File: config.mk
export PLATFORM = sky130hd
export DESIGN_NAME = product_bank_loader
export DESIGN_NICKNAME = d
export VERILOG_FILES = /design/src/rtl/adder_tree_pkg.sv /design/src/rtl/signed_mult.sv /design/src/rtl/product_bank_loader.sv
export SDC_FILE = /design/constraint.sdc
export NUM_CORES = 2
export LEC_CHECK = 0
export ABC_AREA = 1
export BUFFER_PORTS_ARGS = -buffer_cell sky130_fd_sc_hd__buf_4
export CAP_MARGIN = 25
export CORE_AREA = 2 2 473 475
export CTS_BUF_LIST = sky130_fd_sc_hd__clkbuf_16
export DETAILED_ROUTE_END_ITERATION = 16
export DIE_AREA = 0 0 475 477
export MAX_ROUTING_LAYER = met4
export PLACE_DENSITY = 0.47
export SLEW_MARGIN = 5
export SYNTH_ARGS = -nofsm -noshare
export SYNTH_HDL_FRONTEND = slang
export SYNTH_SLANG_ARGS = --single-unit
File: constraint.sdc
create_clock -name clk -period 2.1 [get_ports clk]
set_clock_uncertainty 0.2 [all_clocks]
set_input_delay 0.42 -clock clk [delete_from_list [all_inputs] [get_ports clk]]
set_output_delay 0.42 -clock clk [all_outputs]
set_load 0.005 [all_outputs]
File: src/rtl/adder_tree_pkg.sv
// rtl/adder_tree_pkg.sv - shared constants for the product bank loader and tree adder
package adder_tree_pkg;

  // Adder fan-in and operand/product widths
  localparam int N_ADD  = 32;
  localparam int PROD_W = 36;
  localparam int PIX_W  = 16;
  localparam int WGT_W  = 20;

  // Loader FSM encoding
  localparam logic [0:0] ST_FILL = 1'b0;
  localparam logic [0:0] ST_FULL = 1'b1;

  // Slice of the adder tree sum taken as the final result downstream
  localparam int RES_MSB = 27;
  localparam int RES_LSB = 12;

endpackage

File: src/rtl/signed_mult.sv
// rtl/signed_mult.sv - combinational signed multiplier, full-width product
module signed_mult #(
  parameter int DW = 16,
  parameter int WW = 20,
  parameter int PW = 36
) (
  input  logic signed [DW-1:0] a_i,
  input  logic signed [WW-1:0] b_i,
  output logic signed [PW-1:0] prod_o
);

  // Sign-extend both operands to the product width so the low PW bits are exact
  logic signed [PW-1:0] a_ext;
  logic signed [PW-1:0] b_ext;

  assign a_ext  = PW'(a_i);
  assign b_ext  = PW'(b_i);
  assign prod_o = a_ext * b_ext;

endmodule

File: src/rtl/product_bank_loader.sv
// rtl/product_bank_loader.sv - serial pixel/weight multiplier feeding a 32-slot product bank
module product_bank_loader
  import adder_tree_pkg::*;
#(
  parameter int N  = N_ADD,
  parameter int DW = PIX_W,
  parameter int WW = WGT_W,
  parameter int PW = PROD_W,
  parameter int CW = 6
) (
  input  logic            clk,
  input  logic            rst_n,
  input  logic            in_valid,
  output logic            in_ready,
  input  logic [DW-1:0]   in_data,
  input  logic [WW-1:0]   in_weight,
  input  logic            in_last,
  output logic            out_valid,
  input  logic            out_ready,
  output logic [N*PW-1:0] prod_bus,
  output logic [CW-1:0]   fill_count
);

  logic [0:0]    state_q, state_d;
  logic [CW-1:0] fill_q, fill_d;
  logic [PW-1:0] slot_q [N];
  logic [PW-1:0] prod;
  logic          accept;
  logic          drain;
  logic          last_slot;

  // Handshake outputs decode from the state register only
  assign in_ready   = (state_q == ST_FILL);
  assign out_valid  = (state_q == ST_FULL);
  assign accept     = in_valid && in_ready;
  assign drain      = out_valid && out_ready;
  assign last_slot  = (fill_q == CW'(N - 1));
  assign fill_count = fill_q;

  signed_mult #(
    .DW(DW),
    .WW(WW),
    .PW(PW)
  ) u_mult (
    .a_i   (in_data),
    .b_i   (in_weight),
    .prod_o(prod)
  );

  // Next state: close the frame on in_last or on the final slot, reopen on drain
  always_comb begin
    state_d = state_q;
    fill_d  = fill_q;
    case (state_q)
      ST_FILL: begin
        if (accept) begin
          fill_d = fill_q + CW'(1);
          if (in_last || last_slot) begin
            state_d = ST_FULL;
          end
        end
      end
      ST_FULL: begin
        if (out_ready) begin
          state_d = ST_FILL;
          fill_d  = '0;
        end
      end
      default: begin
        state_d = ST_FILL;
        fill_d  = '0;
      end
    endcase
  end

  // State and fill counter registers
  always_ff @(posedge clk or negedge rst_n) begin
    if (!rst_n) begin
      state_q <= ST_FILL;
      fill_q  <= '0;
    end else begin
      state_q <= state_d;
      fill_q  <= fill_d;
    end
  end

  // Slot storage: cleared on drain so unused slots of a short frame read zero
  always_ff @(posedge clk or negedge rst_n) begin
    if (!rst_n) begin
      for (int k = 0; k < N; k++) begin
        slot_q[k] <= '0;
      end
    end else if (drain) begin
      for (int k = 0; k < N; k++) begin
        slot_q[k] <= '0;
      end
    end else if (accept) begin
      for (int k = 0; k < N; k++) begin
        if (fill_q == CW'(k)) begin
          slot_q[k] <= prod;
        end
      end
    end
  end

  // Flatten the bank; slot 0 occupies the least significant bits
  for (genvar g = 0; g < N; g++) begin : g_bus
    assign prod_bus[g*PW +: PW] = slot_q[g];
  end

endmodule

==> out/metrics.yaml <==
critical_path:
  cp.required_ns: 2.58
  arrival_ns: 5.77
  endpoint_kind: "flop"
  crit_path_start_kind: "input pin"
  path_class: "in2reg"
  rr_startpoint: "fill_count[0]$_DFFE_PN0P_"
  rr_worst_depth: 7
  r2r_slack_ns: -0.21
  r2r-end: "prod_bus[708]$_DFFE_PN0P_"
  critPathMaxFanout: 17
sta:
  tightest_slew_ns: 0.6401
  whs_ns: 0.2613
  setup_ws_ns: -3.190
  tns_ns: -2920.98
  setup_viol: 1105
  max_freq_ghz: 0.1890
  fin_crit_ns: 5.290
  hold_viol_final: 0
  max_slew_margin: 0.5733
  slew_viol_final: 0
  post-route-period-util: 2.519
  rsz0062_at_grt: "yes"
floorplanning:
  io_pins: 1201
  core.rowCount: 173
  fp.coreArea_mm2: 0.2214
  die_w_um: 475
  die_area_mm2: 0.2266
  start_util: 0.2540
  fp.dieH_um: 477
min_path:
  hold_path.startpoint: "out_ready"
  worstHoldEndpoint: "out_valid$_DFF_PN0_"
  worstHoldPathCells: 3
  hold_class: "in2reg"
drt:
  drtAntennaViolNets: 0
  routedWlPerCell_um: 24.76
  wirelength_um: 264400
  via_per_inst: 4.549
  drt_iter0_drc: 3421
  first_pass_iters: 5
  drc: 0
  vias: 48580
synth:
  syn_nets: 6478
  yosysTopAreaCell: "dfrtp_1"
  yosys-top-cells-area: "dfrtp_1 52%, nand2_1 13%, fa_1 11%"
  post_synth_instance_area_mm2: 0.05625
  ys_types: 35
  ys_seq_elements: 1159
  seq_area_frac_synth: 0.5156
  synthCells: 6025
  synth_top_area_frac: 0.5156
  postSynthAreaPerCell_um2: 9.336
  yosysWarnings: 0
clock_network:
  htreeDepth: 4
  worstSkewPairLatency_ns: 0.79
  clkSlewWorstSetupHoldPaths_ns: 0.06
  cts_max_path_buffers: 3
  tritoncts: "built"
  cts_root_buf: "clkbuf_16"
  cts.sink_count: 1159
  cts_buffers: 137
layout:
  multi_input_comb_area_mm2: 0.02403
  n_fill_cell: 22550
  drive_gt1_frac: 0.3181
  final_nets: 8039
  syn_to_final_growth_pct: 43.91
  finish.utilization: 0.3656
  regArea_mm2: 0.02900
grt:
  grt_pass1_wl_um: 370500
  antenna_found_initial: 21
  first_global_vias: 49100
  grt_use_total: 0.2348
  grt_max_degree: 115
  grt_overflow: 0
run:
  maxCapViolCount: 0
outcome:
  violations: "setup timing"
  status: "finished, violations left"
placed_design:
  port_buffers: 1200
  place_congestion: 0.8882
  pre_cts_ws_ns: -4.236
  hpwl_um: 194500
==> state kept, by name, indices dropped and copies added (netlist names) <==
name / count
fill_count: 6
out_valid: 1
prod_bus: 1152
==> cell usage after synthesis <==
cell / count
buf_4: 11
a21oi_1: 59
clkbuf_1: 198
nand2_1: 1931
and3_1: 6
buf_6: 39
o22ai_1: 1
and2_1: 2
nor3_1: 4
fa_1: 318
o21ai_2: 84
nand4_1: 197
nor2_1: 69
xnor2_1: 1
dfrtp_1: 1159
nand3_2: 12
nand3_1: 62
a22oi_1: 1
ha_1: 94
or2_2: 5
a21o_1: 1
nor4_1: 1
nand3_4: 1
o21bai_1: 3
o21ai_1: 171
o21ai_0: 695
nor2_2: 8
nand2_4: 1
a31oi_1: 2
inv_2: 15
inv_1: 645
nand2_2: 26
buf_2: 197
buf_1: 5
o32ai_1: 1
==> critical path, stage by stage <==
cell	delay (ns)
buf_4	0.08
inv_2	0.03
buf_12	0.14
or2_2	0.30
fa_1	0.52
fa_2	0.54
inv_1	0.05
fa_1	0.50
inv_1	0.05
fa_1	0.47
inv_1	0.05
fa_1	0.49
fa_1	0.46
ha_4	0.30
nand2_1	0.10
nand2_1	0.10
nor2_4	0.12
o21ai_2	0.08
a21oi_4	0.19
nand3_4	0.12
buf_12	0.17
buf_16	0.16
buf_12	0.13
nand4_1	0.10
nand2_1	0.06
==> cell usage in the layout (no fill, tap or decap), types with 26 or more instances in the layout <==
cell type,instances
nand2_1,1860
buf_4,1593
dfrtp_1,1159
inv_1,659
o21ai_0,630
fa_1,295
buf_12,210
o21ai_1,208
nand4_1,197
clkbuf_16,144
o21ai_2,97
nand2_2,72
ha_1,68
nor2_1,51
nand3_1,51
inv_2,42
buf_6,33
ha_4,26
==> kinds of logic (layout without fill, tap and decap cells) <==
kind of cell,Yosys count,count (layout),share of synthesized area
adder cells (fa/ha/maj),412,412,0.1341
XOR/XNOR,1,1,0.0001557
other,0,9,0
flip-flops,1159,1159,0.5156
AND/OR/NAND/NOR,2325,2325,0.1692
buffers and inverters,1110,2780,0.08439
AO/OA/AOI/OAI,1018,1018,0.09654
==> routing by layer <==
| layer | up-vias | global-route usage | part of all wire |
|---|---|---|---|
| met5 | - | - | 0 |
| met1 | 24300 | 0.2854 | 0.41 |
| met2 | 1841 | 0.3829 | 0.48 |
| li1 | 22080 | - | - |
| met4 | 0 | 0.07821 | 0.035 |
| met3 | 355 | 0.05384 | 0.075 |
==> repair_timing <==
action                      CTS  global route
hold buffers                  5             0
buffers inserted             17             4
cloned                       12             6
pin swaps                    35            27
resized for setup           150           135
hold endpoints to repair    811             0
setup endpoints to repair  1131          1150
==> how the worst max path moves through the flow <==
stage,startpoint,slack (ns),endpoint,cells past startpoint
4_1_cts,in_data[15],-3.15,prod_bus[682]$_DFFE_PN0P_,25
5_1_grt,in_weight[4],-3.35,prod_bus[20]$_DFFE_PN0P_,31
6_report,in_data[15],-3.19,prod_bus[789]$_DFFE_PN0P_,25
3_5_place_dp,in_weight[19],-4.24,prod_bus[141]$_DFFE_PN0P_,25
2_1_floorplan,in_weight[15],-3.43,prod_bus[1137]$_DFFE_PN0P_,24
3_3_place_gp,in_data[4],-4.26,prod_bus[317]$_DFFE_PN0P_,28
==> per-stage QoR <==
step / cells / area (um^2)
global placement: 10380 / 74780
finish: 10680 / 80950
global route: 10670 / 80940
detailed placement: 10380 / 74780
CTS: 10660 / 80320
floorplan: 6025 / 57060
==> layout make-up <==
class | count | share of cell area
Sequential cell | 1159 | 0.3583
Timing Repair Buffer | 1872 | 0.2142
Clock buffer | 139 | 0.04297
Tap cell | 2975 | 0.04598
Antenna cell | 9 | 0.0002782
Clock inverter | 109 | 0.01082
Inverter | 660 | 0.03060
Multi-Input combinational cell | 3756 | 0.2968
Power is not shown: default switching activity piles up to over one toggle a cycle in this logic, so the estimate is an artifact.
